<file path="config.mk">
export PLATFORM = sky130hd
export DESIGN_NAME = ctrl_pipe_carrier
export DESIGN_NICKNAME = d
export VERILOG_FILES = /design/src/rtl/mips_ctrl_pkg.sv /design/src/rtl/fwd_unit.sv /design/src/rtl/ctrl_pipe_carrier.sv
export SDC_FILE = /design/constraint.sdc
export NUM_CORES = 1
export LEC_CHECK = 0
export BUFFER_PORTS_ARGS = -buffer_cell sky130_fd_sc_hd__buf_2
export CORE_UTILIZATION = 46
export CTS_CLUSTER_SIZE = 28
export DETAILED_ROUTE_END_ITERATION = 8
export MAX_ROUTING_LAYER = met4
export PLACE_DENSITY = 0.73
export SLEW_MARGIN = 20
export SYNTH_ARGS = -nofsm -noshare
export SYNTH_HDL_FRONTEND = slang
export SYNTH_SLANG_ARGS = --single-unit
</file>
<file path="constraint.sdc">
create_clock -name clk -period 1.7 [get_ports clk]
set_clock_uncertainty 0.1 [all_clocks]
set_input_delay 0.255 -clock clk [delete_from_list [all_inputs] [get_ports clk]]
set_output_delay 0.255 -clock clk [all_outputs]
set_load 0.03 [all_outputs]
</file>
<file path="src/rtl/mips_ctrl_pkg.sv">
// Shared definitions for the MIPS control-word pipeline: field layout,
// forwarding select encodings, per-stage register formats and the
// forwarding compare used by the forwarding unit.
package mips_ctrl_pkg;

    localparam int unsigned CW_W  = 9;
    localparam int unsigned REG_W = 5;

    // Control word bit positions
    localparam int unsigned CW_MEMTOREG = 8;
    localparam int unsigned CW_REGWRITE = 7;
    localparam int unsigned CW_BRANCH   = 6;
    localparam int unsigned CW_MEMREAD  = 5;
    localparam int unsigned CW_MEMWRITE = 4;
    localparam int unsigned CW_REGDST   = 3;
    localparam int unsigned CW_ALUSRC   = 2;
    localparam int unsigned CW_RTYPE    = 1;
    localparam int unsigned CW_BEQ      = 0;

    // Field slices: WB, M and EX groups
    localparam int unsigned WB_HI = 8;
    localparam int unsigned WB_LO = 7;
    localparam int unsigned M_HI  = 6;
    localparam int unsigned M_LO  = 4;
    localparam int unsigned EX_HI = 3;
    localparam int unsigned EX_LO = 0;

    // ALU operand source select
    typedef enum logic [1:0] {
        FWD_RF    = 2'b00,
        FWD_MEMWB = 2'b01,
        FWD_EXMEM = 2'b10
    } fwd_sel_e;

    // ID/EX carries the full word plus all three register specifiers
    typedef struct packed {
        logic [CW_W-1:0]  cw;
        logic [REG_W-1:0] rs;
        logic [REG_W-1:0] rt;
        logic [REG_W-1:0] rd;
    } idex_t;

    // EX/MEM keeps only the WB and M groups plus the resolved destination
    typedef struct packed {
        logic [CW_W-1:M_LO] cw;
        logic [REG_W-1:0]   dst;
    } exmem_t;

    // MEM/WB keeps only the WB group plus the destination
    typedef struct packed {
        logic [WB_HI:WB_LO] cw;
        logic [REG_W-1:0]   dst;
    } memwb_t;

    // Pick the youngest in-flight writer of src; register 0 never forwards.
    function automatic fwd_sel_e fwd_select(
        input logic             mem_rw,
        input logic [REG_W-1:0] mem_dst,
        input logic             wb_rw,
        input logic [REG_W-1:0] wb_dst,
        input logic [REG_W-1:0] src
    );
        fwd_sel_e sel;
        sel = FWD_RF;
        if (mem_rw && (mem_dst != '0) && (mem_dst == src)) begin
            sel = FWD_EXMEM;
        end else if (wb_rw && (wb_dst != '0) && (wb_dst == src)) begin
            sel = FWD_MEMWB;
        end
        return sel;
    endfunction

endpackage

</file>
<file path="src/rtl/fwd_unit.sv">
// EX-stage forwarding compare: selects each ALU operand source from the
// EX/MEM and MEM/WB writers, EX/MEM having priority.
module fwd_unit
    import mips_ctrl_pkg::*;
(
    input  logic             mem_regwrite,
    input  logic [REG_W-1:0] mem_dst,
    input  logic             wb_regwrite,
    input  logic [REG_W-1:0] wb_dst,
    input  logic [REG_W-1:0] src_a,
    input  logic [REG_W-1:0] src_b,
    output logic [1:0]       sel_a,
    output logic [1:0]       sel_b
);

    // Same compare applied independently to both operand specifiers
    always_comb begin
        sel_a = fwd_select(mem_regwrite, mem_dst, wb_regwrite, wb_dst, src_a);
        sel_b = fwd_select(mem_regwrite, mem_dst, wb_regwrite, wb_dst, src_b);
    end

endmodule

</file>
<file path="src/rtl/ctrl_pipe_carrier.sv">
// Carries the decoded control word from ID through ID/EX, EX/MEM and MEM/WB,
// unpacks each stage's fields and produces load-use stall, branch flush and
// EX-stage forwarding selects for the 5-stage MIPS pipeline.
module ctrl_pipe_carrier
    import mips_ctrl_pkg::*;
(
    input  logic             clk,
    input  logic             rst_n,
    input  logic [CW_W-1:0]  ctrl_id,
    input  logic [REG_W-1:0] id_rs,
    input  logic [REG_W-1:0] id_rt,
    input  logic [REG_W-1:0] id_rd,
    input  logic             mem_zero,
    output logic             ex_regdst,
    output logic             ex_alusrc,
    output logic             ex_rtype,
    output logic             ex_beq,
    output logic [REG_W-1:0] ex_dst_reg,
    output logic             mem_branch,
    output logic             mem_memread,
    output logic             mem_memwrite,
    output logic [REG_W-1:0] mem_dst_reg,
    output logic             wb_memtoreg,
    output logic             wb_regwrite,
    output logic [REG_W-1:0] wb_dst_reg,
    output logic             stall,
    output logic             pcsrc,
    output logic             flush_ifid,
    output logic [1:0]       fwd_a,
    output logic [1:0]       fwd_b
);

    idex_t  idex;
    exmem_t exmem;
    memwb_t memwb;

    logic ex_memread;
    logic mem_regwrite;

    // Stage field unpack and EX destination mux
    always_comb begin
        ex_regdst    = idex.cw[CW_REGDST];
        ex_alusrc    = idex.cw[CW_ALUSRC];
        ex_rtype     = idex.cw[CW_RTYPE];
        ex_beq       = idex.cw[CW_BEQ];
        ex_memread   = idex.cw[CW_MEMREAD];
        ex_dst_reg   = idex.cw[CW_REGDST] ? idex.rd : idex.rt;

        mem_branch   = exmem.cw[CW_BRANCH];
        mem_memread  = exmem.cw[CW_MEMREAD];
        mem_memwrite = exmem.cw[CW_MEMWRITE];
        mem_regwrite = exmem.cw[CW_REGWRITE];
        mem_dst_reg  = exmem.dst;

        wb_memtoreg  = memwb.cw[CW_MEMTOREG];
        wb_regwrite  = memwb.cw[CW_REGWRITE];
        wb_dst_reg   = memwb.dst;
    end

    // Branch resolution in MEM and load-use detection; a taken branch
    // squashes the load's consumer anyway, so it suppresses the stall.
    always_comb begin
        pcsrc      = mem_branch & mem_zero;
        flush_ifid = pcsrc;
        stall      = ex_memread & ~pcsrc & (idex.rt != '0) &
                     ((idex.rt == id_rs) | (idex.rt == id_rt));
    end

    // ID/EX: bubble on flush or stall, otherwise capture the ID instruction
    always_ff @(posedge clk or negedge rst_n) begin
        if (!rst_n) begin
            idex <= '0;
        end else if (pcsrc || stall) begin
            idex <= '0;
        end else begin
            idex.cw <= ctrl_id;
            idex.rs <= id_rs;
            idex.rt <= id_rt;
            idex.rd <= id_rd;
        end
    end

    // EX/MEM: bubble on flush, otherwise WB/M groups and resolved destination
    always_ff @(posedge clk or negedge rst_n) begin
        if (!rst_n) begin
            exmem <= '0;
        end else if (pcsrc) begin
            exmem <= '0;
        end else begin
            exmem.cw  <= idex.cw[CW_W-1:M_LO];
            exmem.dst <= ex_dst_reg;
        end
    end

    // MEM/WB: always advances so the branch itself completes
    always_ff @(posedge clk or negedge rst_n) begin
        if (!rst_n) begin
            memwb <= '0;
        end else begin
            memwb.cw  <= exmem.cw[WB_HI:WB_LO];
            memwb.dst <= exmem.dst;
        end
    end

    fwd_unit u_fwd (
        .mem_regwrite (mem_regwrite),
        .mem_dst      (exmem.dst),
        .wb_regwrite  (wb_regwrite),
        .wb_dst       (memwb.dst),
        .src_a        (idex.rs),
        .src_b        (idex.rt),
        .sel_a        (fwd_a),
        .sel_b        (fwd_b)
    );

endmodule

</file>
# Word-level counts from Yosys, hierarchy flattened
# Cells that the tools add are included.
# W data, S select, Z words.
[word_totals]
regBits = 41
input_bits = 27
out_inout_bits = 31
wordCells = 37
[classes]
eq_ne = 6
mux = 7
n_bitwise = 6
n_reduce_logical = 10
[ops]
columns = ["cell", "n"]
rows = [
  ["$eq A5 B5 Y1", 6],
  ["$mux W24", 1],
  ["$reduce_bool A5 Y1", 3],
  ["$mux W10", 1],
  ["$logic_and A1 B1 Y1", 6],
  ["$mux W5", 1],
  ["$and A1 B1 Y1", 4],
  ["$mux W2", 2],
  ["$mux W1", 2],
  ["$logic_or A1 B1 Y1", 1],
  ["$not A1 Y1", 1],
  ["$or A1 B1 Y1", 1],
]

# Logic depth before layout (Yosys ltp)
[logic_depth]
ltp_word = 7
ltp_mapped = 6
depth_no_buf = 4

# Hierarchy
# From an unflattened synthesis, not the netlist that was laid out.
[hier_totals]
hier_cells = 171
area_unflattened_um2 = 1930.6
[by_module_without_submodules]
columns = ["module", "n_inst", "cells_each", "area_each_um2", "seq_area_each_um2"]
rows = [
  ["ctrl_pipe_carrier", 1, 137, 1672.9, 1026.0],
  ["fwd_unit", 1, 34, 257.7, 0.0],
]

# Least setup slack after synthesis
# OpenSTA, ideal clock, no wires.
[synth_timing]
path_type = "reg-to-output"
start = "reg exmem (netlist bit mem_dst_reg[4])"
end = "out fwd_a[0]"
t_arrival_ps = 2293
required_ps = 1345
slack_ps = -948
path_stages_with_launch = 5
path_buffers = 0
cell_sequence = "dfrtp_1 > or4_1 > o21ai_1 > nor4_1 > nor4_1"
[synth_between]
elab_chain_len = 4
word_cells_on_any_way = 5
cone_classes = "eq/ne (1); mux (1); reduce/logical (3)"
[synth_rtl]
columns = ["element", "line_no", "source"]
rows = [
  ["start: declaration", "ctrl_pipe_carrier.sv:34", "exmem_t exmem;"],
  ["$reduce_bool A5 Y1", "mips_ctrl_pkg.sv:65", "if (mem_rw && (mem_dst != '0) && (mem_dst == src)) begin"],
  ["$logic_and A1 B1 Y1", "mips_ctrl_pkg.sv:65", ""],
  ["$logic_and A1 B1 Y1 *", "mips_ctrl_pkg.sv:65", ""],
  ["$mux W2 *", "mips_ctrl_pkg.sv:65", ""],
  ["end: declaration", "ctrl_pipe_carrier.sv:29", "output logic [1:0] fwd_a,"],
]
# Mark *: on every way between the ends. The rest lies on a longest branch, timed or not.

# Worst setup path in the final report
[layout_timing]
start = "reg memwb (netlist bit wb_dst_reg[3])"
end = "out fwd_b[0]"
[layout_between]
elab_chain_len = 5
word_cells_on_any_way = 6
cone_classes = "eq/ne (1); mux (2); reduce/logical (3)"
[layout_rtl]
columns = ["element", "line_no", "source"]
rows = [
  ["start: declaration", "ctrl_pipe_carrier.sv:35", "memwb_t memwb;"],
  ["$reduce_bool A5 Y1", "mips_ctrl_pkg.sv:67", "end else if (wb_rw && (wb_dst != '0) && (wb_dst == src)) begin"],
  ["$logic_and A1 B1 Y1", "mips_ctrl_pkg.sv:67", ""],
  ["$logic_and A1 B1 Y1 *", "mips_ctrl_pkg.sv:67", ""],
  ["$mux W1 *", "mips_ctrl_pkg.sv:67", ""],
  ["$mux W2 *", "mips_ctrl_pkg.sv:65", ""],
  ["end: declaration", "ctrl_pipe_carrier.sv:30", "output logic [1:0] fwd_b"],
]
# Marked as above.

==> flow_summary.json <==
{
  "p_per_area_nw_per_um2": 1040,
  "slew-limit-headroom_pct": 66.8,
  "fmax_ghz": 0.441,
  "seq_area_um2": 1040,
  "seq_area_frac_synth_pct": 52.1,
  "cts_htree_levels": 2,
  "synth_top_area_cell": "dfrtp_1",
  "drt-wirelength-per-cell_um": 15.2,
  "synth_xor_area_share_pct": 13.3,
  "slowest_delay_ps": 540,
  "final_hold_viol_count": 0,
  "synth_top_family_by_area": "XOR/XNOR gates",
  "cts_tree": "done",
  "dieArea_um2": 4550,
  "cts.sinks": 41,
  "synth-simple-area-share_pct": 13.1,
  "synth_commonest_cells": "dfrtp_1 (41), nand2_1 (27), a21oi_2 (20), xnor2_1 (16), xor2_1 (14)",
  "fin_crit_ps": 2270,
  "layout_setup_ws_ps": -568,
  "place.gp.congestion": 0.788,
  "worst_ir_drop_vdd_uv": 871,
  "pin_count": 58,
  "multi_input_area_um2": 978,
  "grt_max_degree": 42,
  "die_w_um": 67.5,
  "max_cap_violations": 0,
  "avgSynthCellArea_um2": 11.3,
  "viasPerCell": 4.95,
  "crit_path_end_kind": "output port",
  "synthCells": 174,
  "nets": 278,
  "crit_slowest_cell": "or4_4",
  "antenna_cells": 0,
  "yosysWarnings": 0,
  "grt_pass1_vias": 1377,
  "netlist_top_cells_area": "dfrtp_1 (52%), a21oi_2 (8.9%), xnor2_1 (7.1%), xor2_1 (6.2%), nand2_1 (5.1%)",
  "dr.pass1.iters": 4,
  "rrSetupSlack_ps": -70,
  "fp.dieH_um": 67.5,
  "status": "finished with violations",
  "core-area_um2": 4060,
  "portBuffers": 57,
  "antenna_left": 0,
  "setup_viol": 30,
  "hold_path_class": "in -> reg",
  "post-synth-top-count-cell": "dfrtp_1",
  "rsz0062_at_grt": "true",
  "fin_crit_sh_pct": 133,
  "syn_area_um2": 1970,
  "netlist.area_leader.share_pct": 52.1,
  "ys_async_sr_fraction_pct": 100,
  "initial_core_util_pct": 48.6,
  "insertion_delay_ps": 290,
  "startpoint_type": "flop",
  "arrival_ps": 1910,
  "worstMarginPinSlew_ps": 498,
  "via_count": 1495,
  "muxShareOfSynthArea_pct": 2.86,
  "synth-edff-count": 0,
  "dp_worst_setup_slack_ps": -275,
  "cp_cell_sequence": "xor2_1 > or4_4 > nor4_4 > buf_6",
  "synth.net_count": 201,
  "critPathKind": "reg -> out",
  "ys_ff_latch": 41,
  "p_leak_nw": 1.36,
  "slew_viol_final": 0,
  "grt_pass1_wl_um": 7000,
  "antenna_found_initial": 0,
  "grt_use_total_pct": 23.0,
  "drc": 0,
  "synth-main-ff-cell": "dfrtp_1",
  "synth_compound_gate_area_share_pct": 11.5,
  "finalPower_mw": 2.99,
  "required_ps": 1340,
  "wl_um": 4610,
  "drive_gt1_share_pct": 59.5,
  "rows": 23,
  "largest_reg_flops": 19,
  "dr.first_iter.drc_count": 34,
  "cts_root_buf": "clkbuf_8",
  "area_growth_pct": 45.1,
  "fillers": 299,
  "cts_buffers": 5,
  "ys_types": 22,
  "grt_overflow": 0,
  "clkTransAtPathRegs_ps": 80,
  "hpwl_um": 3010,
  "cts_buffer_depth": 2,
  "failed_checks": "negative setup slack",
  "synthAdderAreaFrac_pct": 0,
  "worstPathMaxFanout": 3
}
-- where the power goes --
part / internal (mW) / switching, mW / total, mW
combinational: 0.408 / 0.524 / 0.932
clock: 0.583 / 0.325 / 0.907
sequential: 1.08 / 0.0697 / 1.15
-- worst paths after layout --
| path | from | to | cells after the start |
|---|---|---|---|
| worst max register to register | idex[8] | ex_regdst | 5 |
| max in group asynchronous | rst_n | wb_dst_reg[2] | 3 |
| worst min register to register | exmem[9] | wb_memtoreg | 0 |
| worst max-delay path | wb_dst_reg[3] | fwd_b[0] | 4 |
| min in group asynchronous | rst_n | ex_beq | 3 |
| worst min-delay path | id_rd[1] | idex[1] | 3 |
-- layout by cell type, fill, tap and decap left out, types with 2 or more instances in the layout --
cell / netlist / layout
dfrtp_1: 41 / 33
xnor2_2: 0 / 5
a21oi_2: 20 / 21
buf_4: 8 / 22
buf_12: 0 / 2
buf_2: 2 / 47
clkbuf_8: 0 / 5
buf_6: 5 / 15
xnor2_1: 16 / 10
or4_4: 1 / 4
a21oi_1: 4 / 2
dfrtp_2: 0 / 8
nor4_4: 0 / 4
xor2_1: 14 / 14
mux2_2: 5 / 4
nand2_1: 27 / 27
nand3_2: 0 / 2
and2_1: 10 / 10
nand3_1: 4 / 2
bufinv_16: 0 / 2
-- critical path, delay by kind of cell, from the launching register on --
kind,cells,cell delay [ps]
simple gates,2,860
flops,1,430
buf+inv,1,170
xor+xnor,1,150
-- per-layer routing --
metal	vias to the layer above	global-route usage [%]	share of wire [%]
met3	5	5.91	3.7
met5	-	-	0
met1	724	29.0	42
met4	0	9.84	1.9
met2	46	35.0	52
li1	720	-	-
-- logic make-up (layout without fill, tap and decap cells) --
group	count (synthesis)	count (layout)
simple gates	51	51
flops	41	41
xor+xnor	30	30
compound gates	28	28
buf+inv	19	97
mux	5	5
-- what timing repair did --
action / 4_1_cts / 5_1_grt
endpoints found under the hold margin: 41 / 0
gates resized for setup: 33 / 23
hold buffers: 1 / 0
endpoints found under the setup margin: 36 / 36
gates cloned: 0 / 1
buffers inserted: 3 / 1
pin swaps: 4 / 4
-- layout make-up --
cell class                 count  area share (%)
sequential                    41            36.2
multi-input combinational    114            34.2
timing repair buffer          88            22.5
clock buffer                   5            2.41
clock inverter                 3            2.28
tap                           50            2.19
inverter                       1           0.131
-- metrics by stage --
| step | instance area (um2) | hold slack [ps] | util (%) | std cells | TNS [ps] |
|---|---|---|---|---|---|
| global placement | 2440 | 236 | 60.1 | 289 | -3770 |
| floorplan | 2040 | -141 | - | 174 | -1030 |
| CTS | 2750 | 52.0 | 67.8 | 301 | -3410 |
| detailed placement | 2440 | 236 | 60.1 | 289 | -4140 |
| global route | 2860 | 67.4 | 70.5 | 302 | -5040 |
| finish | 2860 | 68.5 | 70.5 | 302 | -3600 |
No activity file was read; power rests on OpenSTA's default activity.
